$ cat src/rtl/vend_pkg.sv
// vend_pkg: shared types and constants for the vending-machine controller.
//   state_t   - controller states (IDLE, CREDIT, DISPENSE, CHANGE)
//   KEY_*     - bit positions inside the debounced key_pulse vector
//   V_05/V_1  - coin values in half-yuan units, 6 bits wide so that the
//               credit + coin sum never wraps
package vend_pkg;

  typedef enum logic [1:0] {
    IDLE     = 2'd0,
    CREDIT   = 2'd1,
    DISPENSE = 2'd2,
    CHANGE   = 2'd3
  } state_t;

  localparam int KEY_C05 = 0;
  localparam int KEY_C1  = 1;
  localparam int KEY_SEL = 2;
  localparam int KEY_CAN = 3;

  localparam logic [5:0] V_05 = 6'd1;
  localparam logic [5:0] V_1  = 6'd2;

endpackage

$ cat src/rtl/vend_if.sv
// vend_if: key input and status/actuator outputs of the vending controller.
//   key_pulse   - debounced one-cycle key pulses (coin 0.5, coin 1, select, cancel)
//   credit      - current credit in half-yuan units
//   dispense    - item release, held high for the dispense time
//   change_1    - one-cycle pulse, return a 1-yuan coin
//   change_05   - one-cycle pulse, return a 0.5-yuan coin
//   coin_reject - one-cycle pulse, coin refused (ceiling exceeded)
//   short_funds - one-cycle pulse, select with insufficient credit
//   busy        - high while dispensing or paying change
// Modports: master = key source / display side, slave = controller.
interface vend_if;
  logic [3:0] key_pulse;
  logic [4:0] credit;
  logic       dispense;
  logic       change_1;
  logic       change_05;
  logic       coin_reject;
  logic       short_funds;
  logic       busy;

  modport master (
    output key_pulse,
    input  credit, dispense, change_1, change_05, coin_reject, short_funds, busy
  );

  modport slave (
    input  key_pulse,
    output credit, dispense, change_1, change_05, coin_reject, short_funds, busy
  );
endinterface

$ cat src/rtl/vend_timer.sv
// vend_timer: loadable down-counter shared by the dispense hold and the
// change-pulse spacing.
//   clk, rst_n - clock and asynchronous active-low reset
//   load       - load strobe, takes priority over counting
//   load_val   - value loaded on load
//   zero       - counter has reached zero (it then holds at zero)
module vend_timer #(
  parameter int W = 8
) (
  input  logic         clk,
  input  logic         rst_n,
  input  logic         load,
  input  logic [W-1:0] load_val,
  output logic         zero
);

  logic [W-1:0] count;

  always_ff @(posedge clk or negedge rst_n) begin
    if (!rst_n) begin
      count <= '0;
    end else if (load) begin
      count <= load_val;
    end else if (count != '0) begin
      count <= count - 1'b1;
    end
  end

  assign zero = (count == '0);

endmodule

$ cat src/rtl/vend_ctrl.sv
// vend_ctrl: vending-machine control FSM fed by the four-key debouncer.
// Tracks credit in half-yuan units, releases an item for DISP_CYCLES
// cycles and pays change back as pulses spaced GAP_CYCLES apart.
//   clk   - system clock
//   rst_n - asynchronous active-low reset (aborts dispense/change, credit lost)
//   bus   - vend_if slave: key_pulse in; credit, dispense, change_1,
//           change_05, coin_reject, short_funds, busy out (all registered)
module vend_ctrl
  import vend_pkg::*;
#(
  parameter int PRICE       = 5,
  parameter int MAX_CREDIT  = 15,
  parameter int DISP_CYCLES = 50_000_000,
  parameter int GAP_CYCLES  = 25_000_000
) (
  input logic   clk,
  input logic   rst_n,
  vend_if.slave bus
);

  localparam int TMR_SPAN = (DISP_CYCLES > GAP_CYCLES) ? DISP_CYCLES : GAP_CYCLES;
  localparam int TMR_W    = $clog2(TMR_SPAN) + 1;

  // The timer expires on zero, so a hold of N cycles loads N-1.
  localparam logic [TMR_W-1:0] DISP_LOAD = TMR_W'(DISP_CYCLES - 1);
  localparam logic [TMR_W-1:0] GAP_LOAD  = TMR_W'(GAP_CYCLES - 1);
  localparam logic [4:0]       PRICE_V   = 5'(PRICE);
  localparam logic [5:0]       MAX_V     = 6'(MAX_CREDIT);

  state_t     state;
  logic [4:0] credit;
  logic       dispense;
  logic       change_1;
  logic       change_05;
  logic       coin_reject;
  logic       short_funds;
  logic       busy;

  logic             can_key;
  logic             sel_key;
  logic             c1_key;
  logic             c05_key;
  logic [5:0]       coin_sum;
  logic             in_entry;
  logic             do_sell;
  logic             do_refund;
  logic             disp_done;
  logic             chg_next;
  logic             do_pulse;
  logic             pulse_big;
  logic [4:0]       credit_after_pulse;
  logic             timer_load;
  logic [TMR_W-1:0] timer_val;
  logic             timer_zero;

  // Key decode with priority cancel > select > coin1 > coin0.5, plus the
  // events that need the timer reloaded.
  always_comb begin
    can_key   = bus.key_pulse[KEY_CAN];
    sel_key   = bus.key_pulse[KEY_SEL] & ~can_key;
    c1_key    = bus.key_pulse[KEY_C1]  & ~can_key & ~sel_key;
    c05_key   = bus.key_pulse[KEY_C05] & ~can_key & ~sel_key & ~c1_key;
    coin_sum  = {1'b0, credit} + (c1_key ? V_1 : V_05);

    in_entry  = (state == IDLE) || (state == CREDIT);
    do_sell   = in_entry && sel_key && (credit >= PRICE_V);
    do_refund = in_entry && can_key && (credit != 5'd0);
    disp_done = (state == DISPENSE) && timer_zero;
    chg_next  = (state == CHANGE) && (credit != 5'd0) && timer_zero;
    // A change pulse is issued on the very edge that enters CHANGE and
    // then every GAP_CYCLES while credit remains.
    do_pulse  = do_refund || (disp_done && (credit != 5'd0)) || chg_next;

    pulse_big          = (credit >= 5'd2);
    credit_after_pulse = pulse_big ? (credit - 5'd2) : (credit - 5'd1);

    timer_load = do_sell || do_pulse;
    timer_val  = do_sell ? DISP_LOAD : GAP_LOAD;
  end

  vend_timer #(
    .W (TMR_W)
  ) u_timer (
    .clk      (clk),
    .rst_n    (rst_n),
    .load     (timer_load),
    .load_val (timer_val),
    .zero     (timer_zero)
  );

  always_ff @(posedge clk or negedge rst_n) begin
    if (!rst_n) begin
      state       <= IDLE;
      credit      <= 5'd0;
      dispense    <= 1'b0;
      change_1    <= 1'b0;
      change_05   <= 1'b0;
      coin_reject <= 1'b0;
      short_funds <= 1'b0;
      busy        <= 1'b0;
    end else begin
      change_1    <= 1'b0;
      change_05   <= 1'b0;
      coin_reject <= 1'b0;
      short_funds <= 1'b0;

      if (do_pulse) begin
        change_1  <= pulse_big;
        change_05 <= ~pulse_big;
        credit    <= credit_after_pulse;
      end

      case (state)
        IDLE, CREDIT: begin
          if (can_key) begin
            if (credit != 5'd0) begin
              state <= CHANGE;
              busy  <= 1'b1;
            end
          end else if (sel_key) begin
            if (credit >= PRICE_V) begin
              credit   <= credit - PRICE_V;
              state    <= DISPENSE;
              dispense <= 1'b1;
              busy     <= 1'b1;
            end else begin
              short_funds <= 1'b1;
            end
          end else if (c1_key || c05_key) begin
            if (coin_sum <= MAX_V) begin
              credit <= coin_sum[4:0];
              state  <= CREDIT;
            end else begin
              coin_reject <= 1'b1;
            end
          end
        end

        DISPENSE: begin
          if (timer_zero) begin
            dispense <= 1'b0;
            if (credit != 5'd0) begin
              state <= CHANGE;
            end else begin
              state <= IDLE;
              busy  <= 1'b0;
            end
          end
        end

        CHANGE: begin
          // One idle cycle after the pulse that emptied the credit.
          if (credit == 5'd0) begin
            state <= IDLE;
            busy  <= 1'b0;
          end
        end

        default: begin
          state <= IDLE;
          busy  <= 1'b0;
        end
      endcase
    end
  end

  assign bus.credit      = credit;
  assign bus.dispense    = dispense;
  assign bus.change_1    = change_1;
  assign bus.change_05   = change_05;
  assign bus.coin_reject = coin_reject;
  assign bus.short_funds = short_funds;
  assign bus.busy        = busy;

endmodule
$ cat src/flat_wrapper.sv
// flat-port wrapper written by rule: the top's interface ports become plain ports
module vend_ctrl_flat import vend_pkg::*;
#(
  parameter int PRICE       = 5,
  parameter int MAX_CREDIT  = 15,
  parameter int DISP_CYCLES = 50_000_000,
  parameter int GAP_CYCLES  = 25_000_000
)
  (clk, rst_n, bus_key_pulse, bus_credit, bus_dispense, bus_change_1, bus_change_05, bus_coin_reject, bus_short_funds, bus_busy);
  vend_if bus_i ();
  input logic clk;
  input logic rst_n;
  input wire logic [$bits(bus_i.key_pulse)-1:0] bus_key_pulse;
  output wire logic [$bits(bus_i.credit)-1:0] bus_credit;
  output wire logic [$bits(bus_i.dispense)-1:0] bus_dispense;
  output wire logic [$bits(bus_i.change_1)-1:0] bus_change_1;
  output wire logic [$bits(bus_i.change_05)-1:0] bus_change_05;
  output wire logic [$bits(bus_i.coin_reject)-1:0] bus_coin_reject;
  output wire logic [$bits(bus_i.short_funds)-1:0] bus_short_funds;
  output wire logic [$bits(bus_i.busy)-1:0] bus_busy;
  assign bus_i.key_pulse = bus_key_pulse;
  assign bus_credit = bus_i.credit;
  assign bus_dispense = bus_i.dispense;
  assign bus_change_1 = bus_i.change_1;
  assign bus_change_05 = bus_i.change_05;
  assign bus_coin_reject = bus_i.coin_reject;
  assign bus_short_funds = bus_i.short_funds;
  assign bus_busy = bus_i.busy;
  vend_ctrl #(.PRICE(PRICE), .MAX_CREDIT(MAX_CREDIT), .DISP_CYCLES(DISP_CYCLES), .GAP_CYCLES(GAP_CYCLES)) u_core (.clk(clk), .rst_n(rst_n), .bus(bus_i));
endmodule
$ cat config.mk
export PLATFORM = sky130hd
export DESIGN_NAME = vend_ctrl_flat
export DESIGN_NICKNAME = d
export VERILOG_FILES = /design/src/rtl/vend_pkg.sv /design/src/rtl/vend_if.sv /design/src/rtl/vend_timer.sv /design/src/rtl/vend_ctrl.sv /design/src/flat_wrapper.sv
export SDC_FILE = /design/constraint.sdc
export NUM_CORES = 1
export LEC_CHECK = 0
export CAP_MARGIN = 20
export CELL_PAD_IN_SITES_DETAIL_PLACEMENT = 1
export CELL_PAD_IN_SITES_GLOBAL_PLACEMENT = 1
export CORE_ASPECT_RATIO = 0.5
export CORE_MARGIN = 5
export CORE_UTILIZATION = 31
export CTS_BUF_LIST = sky130_fd_sc_hd__clkbuf_4
export DETAILED_ROUTE_END_ITERATION = 12
export GPL_ROUTABILITY_DRIVEN = 0
export GPL_TIMING_DRIVEN = 0
export PLACE_DENSITY = 0.69
export SYNTH_ARGS = -nofsm -noshare
export SYNTH_HDL_FRONTEND = slang
export SYNTH_HIERARCHICAL = 1
export SYNTH_SLANG_ARGS = --single-unit
$ cat constraint.sdc
create_clock -name clk -period 3.92 [get_ports clk]
set_clock_uncertainty 0.05 [all_clocks]
set_input_delay 1.176 -clock clk [delete_from_list [all_inputs] [get_ports clk]]
set_output_delay 1.176 -clock clk [all_outputs]
set_load 0.1 [all_outputs]
**Word level (Yosys, flattened, before mapping)**

Cells that the tools add are included.

- $add $sub $neg: 5
- $lt $le $gt $ge: 3
- Equality and inequality tests: 15
- Mux-type cells: 44
- Bitwise gates (word level): 10
- Reductions and logical operators: 24

Operators with widths:

| cell | number |
|---|---|
| $mux 27 | 2 |
| $mux 5 | 8 |
| $logic_not 27->1 | 1 |
| $reduce_bool 27->1 | 1 |
| $sub 27x1->27 const B | 1 |
| $mux 26 | 1 |
| $mux 1 | 20 |
| $mux 2 | 10 |
| $reduce_and 6->1 | 2 |
| $ne 3x2->1 const B | 3 |
| $logic_and 1x1->1 | 8 |
| $ne 4x2->1 const B | 2 |
| $add 5x6->6 | 1 |
| $and 1x1->1 | 6 |
| $le 6x4->1 const B | 1 |
| $ne 2x1->1 const B | 3 |
| $ne 2x2->1 const B | 3 |
| $pmux 2 s3 | 1 |
| $ge 5x2->1 const B | 1 |
| $ge 5x3->1 const B | 1 |
| $logic_not 5->1 | 1 |
| $logic_or 1x1->1 | 5 |
| $reduce_and 5->1 | 1 |
| $reduce_bool 5->1 | 1 |
| 12 further kinds | 17 |

- Flip-flop bits (word level): 40
- Output and inout bits: 11

**Longest topological paths before layout**

- Depth after elaboration: 12
- Mapped depth: 15
- Mapped depth without buffers: 11

**Cells and area by module**

The synthesis kept the hierarchy.

By module, submodules not included:

| module | instances | cells an instance | area each (sq um) | sequential area each (sq um) |
|---|---|---|---|---|
| vend_timer | 1 | 170 | 1635.3 | 675.6 |
| vend_ctrl | 1 | 133 | 1119.8 | 325.3 |

**Worst setup path after synthesis**

No wires, ideal clock.

- Path kind: input -> register
- From: input bus_key_pulse[3]
- To: register u_core.state[0]
- Setup time: 0.079 ns
- Arrival time: 3.255 ns
- Data required time: 3.791 ns
- Path slack: 0.536 ns
- Cell stages on the path: 10
- Buffers on the path: 1
- Cells stage by stage: buf_2 -> nor2_1 -> nand2_1 -> ha_1 -> fa_1 -> a31oi_1 -> a21oi_1 -> or4_1 -> a31oi_1 -> mux2i_1

- Longest elaborated chain between the ends: 9
- Elaborated cells on any way between the ends: 21
- Classes of those cells: 1 x add/sub; 1 x order compare; 4 x eq/ne; 4 x mux; 9 x bitwise; 2 x reduce/logical

Ends and longest elaborated chain:

| what | line | text |
|---|---|---|
| from (decl) | flat_wrapper.sv:13 | `input wire logic [$bits(bus_i.key_pulse)-1:0] bus_key_pulse;` |
| $not 1->1 | vend_ctrl.sv:60, vend_ctrl.sv:61, vend_ctrl.sv:62 |  |
| $and 1x1->1 | vend_ctrl.sv:60 | `sel_key = bus.key_pulse[KEY_SEL] & ~can_key;` |
| $not 1->1 | vend_ctrl.sv:61, vend_ctrl.sv:62 |  |
| $and 1x1->1 | vend_ctrl.sv:61 | `c1_key = bus.key_pulse[KEY_C1] & ~can_key & ~sel_key;` |
| $mux 2 or $not 1->1 (tied branches) | vend_ctrl.sv:63, vend_ctrl.sv:62 |  |
| $add 5x6->6 or $and 1x1->1 (tied branches) | vend_ctrl.sv:63, vend_ctrl.sv:62 |  |
| $le 6x4->1 or $logic_or 1x1->1 (tied branches) | vend_ctrl.sv:130, vend_ctrl.sv:129 |  |
| $ne 4x2->1 (no line) | n/a |  |
| $reduce_and 6->1 (no line) | n/a |  |
| to (signal assigned) | vend_ctrl.sv:132 | `state <= CREDIT;` |
| to (signal assigned) | vend_ctrl.sv:143 | `state <= CHANGE;` |
| to (signal assigned) | vend_ctrl.sv:145 | `state <= IDLE;` |
| to (decl) | vend_ctrl.sv:30 | `state_t state;` |

Parallel ways exist; a longest one is shown, timed or not.
A chain may end at the register's enable or synchronous reset.

**Worst setup path in the final report**

Ends and elaborated chain as after synthesis.

==> flow_summary.json <==
{
  "synth.top_cell.area_share_pct": 36.3,
  "seqPwrFrac_pct": 33.3,
  "overflow": 0,
  "core_um2": 8680,
  "drtIter0Drc": 68,
  "startpoint_type": "primary input",
  "outcome": "finished, final reports clean",
  "synthFlopType": "dfrtp_1",
  "p_int_mw": 1.26,
  "combPwrFrac_pct": 55.2,
  "start_util_pct": 31.7,
  "worst_slack_ns": 0.264,
  "syn_inst": 303,
  "synth_seq_cells": 40,
  "stdcell_count": 461,
  "r2r_cells": 12,
  "grt_pass1_vias": 2660,
  "path_class": "in2reg",
  "endpoint_kind": "flip-flop",
  "place_ws_ns": -0.239,
  "cts_sinks": 40,
  "drc_errors": 0,
  "p_per_area_nw_per_um2": 783,
  "crit_arrival_ns": 3.91,
  "worst_slew_pin_slew_ns": 0.980,
  "worst_skew_pair.late_latency_ns": 0.36,
  "hold_start": "u_core/bus.dispense",
  "switchingPower_mw": 1.26,
  "die_height_um": 76.7,
  "stdcell_area_um2": 3220,
  "grt_setup_unrepaired": "false",
  "cp.required_ns": 4.17,
  "htreeDepth": 2,
  "maxCapViolCount": 0,
  "drt-total-wl_um": 7440,
  "clkTransAtPathRegs_ns": 0.13,
  "synth-edff-count": 0,
  "ys_seq_area_share_pct": 36.3,
  "cts_tree": "yes",
  "min_to": "u_core/bus.dispense",
  "vias": 2401,
  "antenna_found_initial": 0,
  "place_inst": 453,
  "cts_hold_buf": 0,
  "numPortBuffers": 16,
  "synth_top_cell_by_area": "dfrtp_1",
  "power.share.clock_pct": 11.5,
  "grt_max_degree": 37,
  "top_usage_layer": "met2",
  "ant_nets": 0,
  "hpwl_um": 5430,
  "post_cts_buffers": 0,
  "fillers": 1017,
  "r2r_start": "u_core/u_timer/count[13]",
  "r2r_end": "u_core/u_timer/count[4]",
  "max_freq_mhz": 273,
  "antenna_cells": 0,
  "area_delta_synth_final_pct": 16.9,
  "vdd_drop_max_uv": 396,
  "setup_tns_ns": 0,
  "min_path_cells": 2,
  "synth_area_um2": 2760,
  "clockBufferDepth": 2,
  "hold_path_class": "reg2reg",
  "final_common_cell": "dfrtp_1",
  "slew_viol_final": 0,
  "finalCritPeriodShare_pct": 93.3,
  "async_flop_share_pct": 100,
  "power.leakage_nw": 1.32,
  "placement_rows": 24,
  "dpl_cell_area_um2": 3140,
  "drive_above_1_share_pct": 12.8,
  "synth.avg_cell_area_um2": 9.09,
  "yosysWarnings": 6,
  "timing.hold.ws_ns": 0.521,
  "use_met3_pct": 3.23,
  "p_sw_share_pct": 50.0,
  "grt.met2_usage_pct": 24.7,
  "dr.pass1.iters": 4,
  "layout_common_cells": "dfrtp_1, nand2_1, nor2_1",
  "die_area_um2": 11000,
  "ys_types": 65,
  "power_mw": 2.52,
  "wire_per_inst_um": 16.1,
  "slew_headroom_pct": 34.5,
  "path_max_fanout": 10,
  "die_x_um": 143,
  "grt_pass1_wl_um": 13200,
  "finalSetupViolations": 0,
  "pin_count": 17,
  "grt_usage_pct": 14.7,
  "final_util_pct": 37.1,
  "finalCriticalPeriod_ns": 3.66,
  "yosys-top-cells-area": "dfrtp_1, nand2_1, ha_1",
  "fin_nets": 360,
  "vias_per_cell": 5.21,
  "clock-root-buffer": "clkbuf_4",
  "cts_buffers": 5,
  "grt_use_met1_pct": 18.8,
  "r2r_slack_ns": 0.32,
  "hold_violations": 0
}
cells by family after synthesis:
family / synth area share [%]
compound gates: 16.4
xor+xnor: 7.95
fa+ha+maj: 5.27
buf+inv: 5.13
flops: 36.3
mux: 1.95
other cells: 0.273
simple gates: 26.7
layout make-up:
| cell class | instances | area (um^2) | share of cell area, % |
|---|---|---|---|
| clock inverters | 2 | 35.0 | 1.09 |
| well taps | 117 | 146 | 4.54 |
| multi-input cells | 253 | 1680 | 52.0 |
| clock buffers | 6 | 45.0 | 1.40 |
| plain buffers | 14 | 97.6 | 3.03 |
| inverters | 12 | 45.0 | 1.40 |
| flip-flops and latches | 40 | 1000 | 31.1 |
| repair buffers | 17 | 175 | 5.44 |
registers in the layout, indices dropped and copies added (netlist names):
signal and flops:
u_core/bus.coin_reject 1, u_core/bus.credit 5, u_core/bus.dispense 1, u_core/u_timer/count 27, u_core/bus.change_1 1, u_core/bus.change_05 1, u_core/state 2, u_core/bus.short_funds 1
u_core/bus.busy 1
worst max-delay path, stage by stage:
cell and delay, ns:
clkdlybuf4s50_1 0.41, buf_2 0.19, nor2_1 0.18, nand2_1 0.12, ha_1 0.22, fa_1 0.42, a31oi_1 0.19, a21oi_2 0.09
or4_1 0.49, a31oi_1 0.21, mux2i_1 0.20
cell usage after synthesis (3+ instances only):
cell,n
dfrtp_1,40
or4_1,6
o21ai_0,8
nor3_2,5
o21ai_1,12
a21oi_1,10
nand2b_1,4
nand2_1,39
a31oi_1,6
xor2_1,11
inv_1,12
nor2_1,25
nand3_1,11
ha_1,10
o211a_1,3
buf_6,3
o31ai_1,11
clkbuf_1,5
xnor2_1,14
nor3_1,4
buf_2,3
or3_1,6
layer usage:
metal	part of all wire, %	vias to the layer above
met4	1.9	0
met2	48	39
met5	0	-
met3	2.7	14
li1	-	1137
met1	48	1211
power by group through the flow:
stage	combinational [mW]	clock, mW	sequential (mW)
5_1_grt	1.53	0.320	0.874
6_report	1.39	0.290	0.839
4_1_cts	1.40	0.299	0.836
2_1_floorplan	0.822	0	1.04
3_5_place_dp	1.39	0	0.838
3_3_place_gp	1.33	0	0.822
repair_timing:
action | in CTS | in global routing
setup endpoints to repair | 0 | 2
gates resized for setup | 0 | 3
hold endpoints to repair | 0 | 0
worst max path at each step:
stage,start,endpoint,cells past startpoint
floorplan,bus_key_pulse[3],u_core/state[0],10
global placement,bus_key_pulse[3],u_core/bus.credit[4],11
detailed placement,bus_key_pulse[3],u_core/bus.credit[4],11
CTS,bus_key_pulse[3],u_core/bus.credit[4],11
global route,u_core/u_timer/count[13],u_core/u_timer/count[4],12
finish,bus_key_pulse[3],u_core/state[0],11
Note: power is estimated with default switching activity, not from simulation.
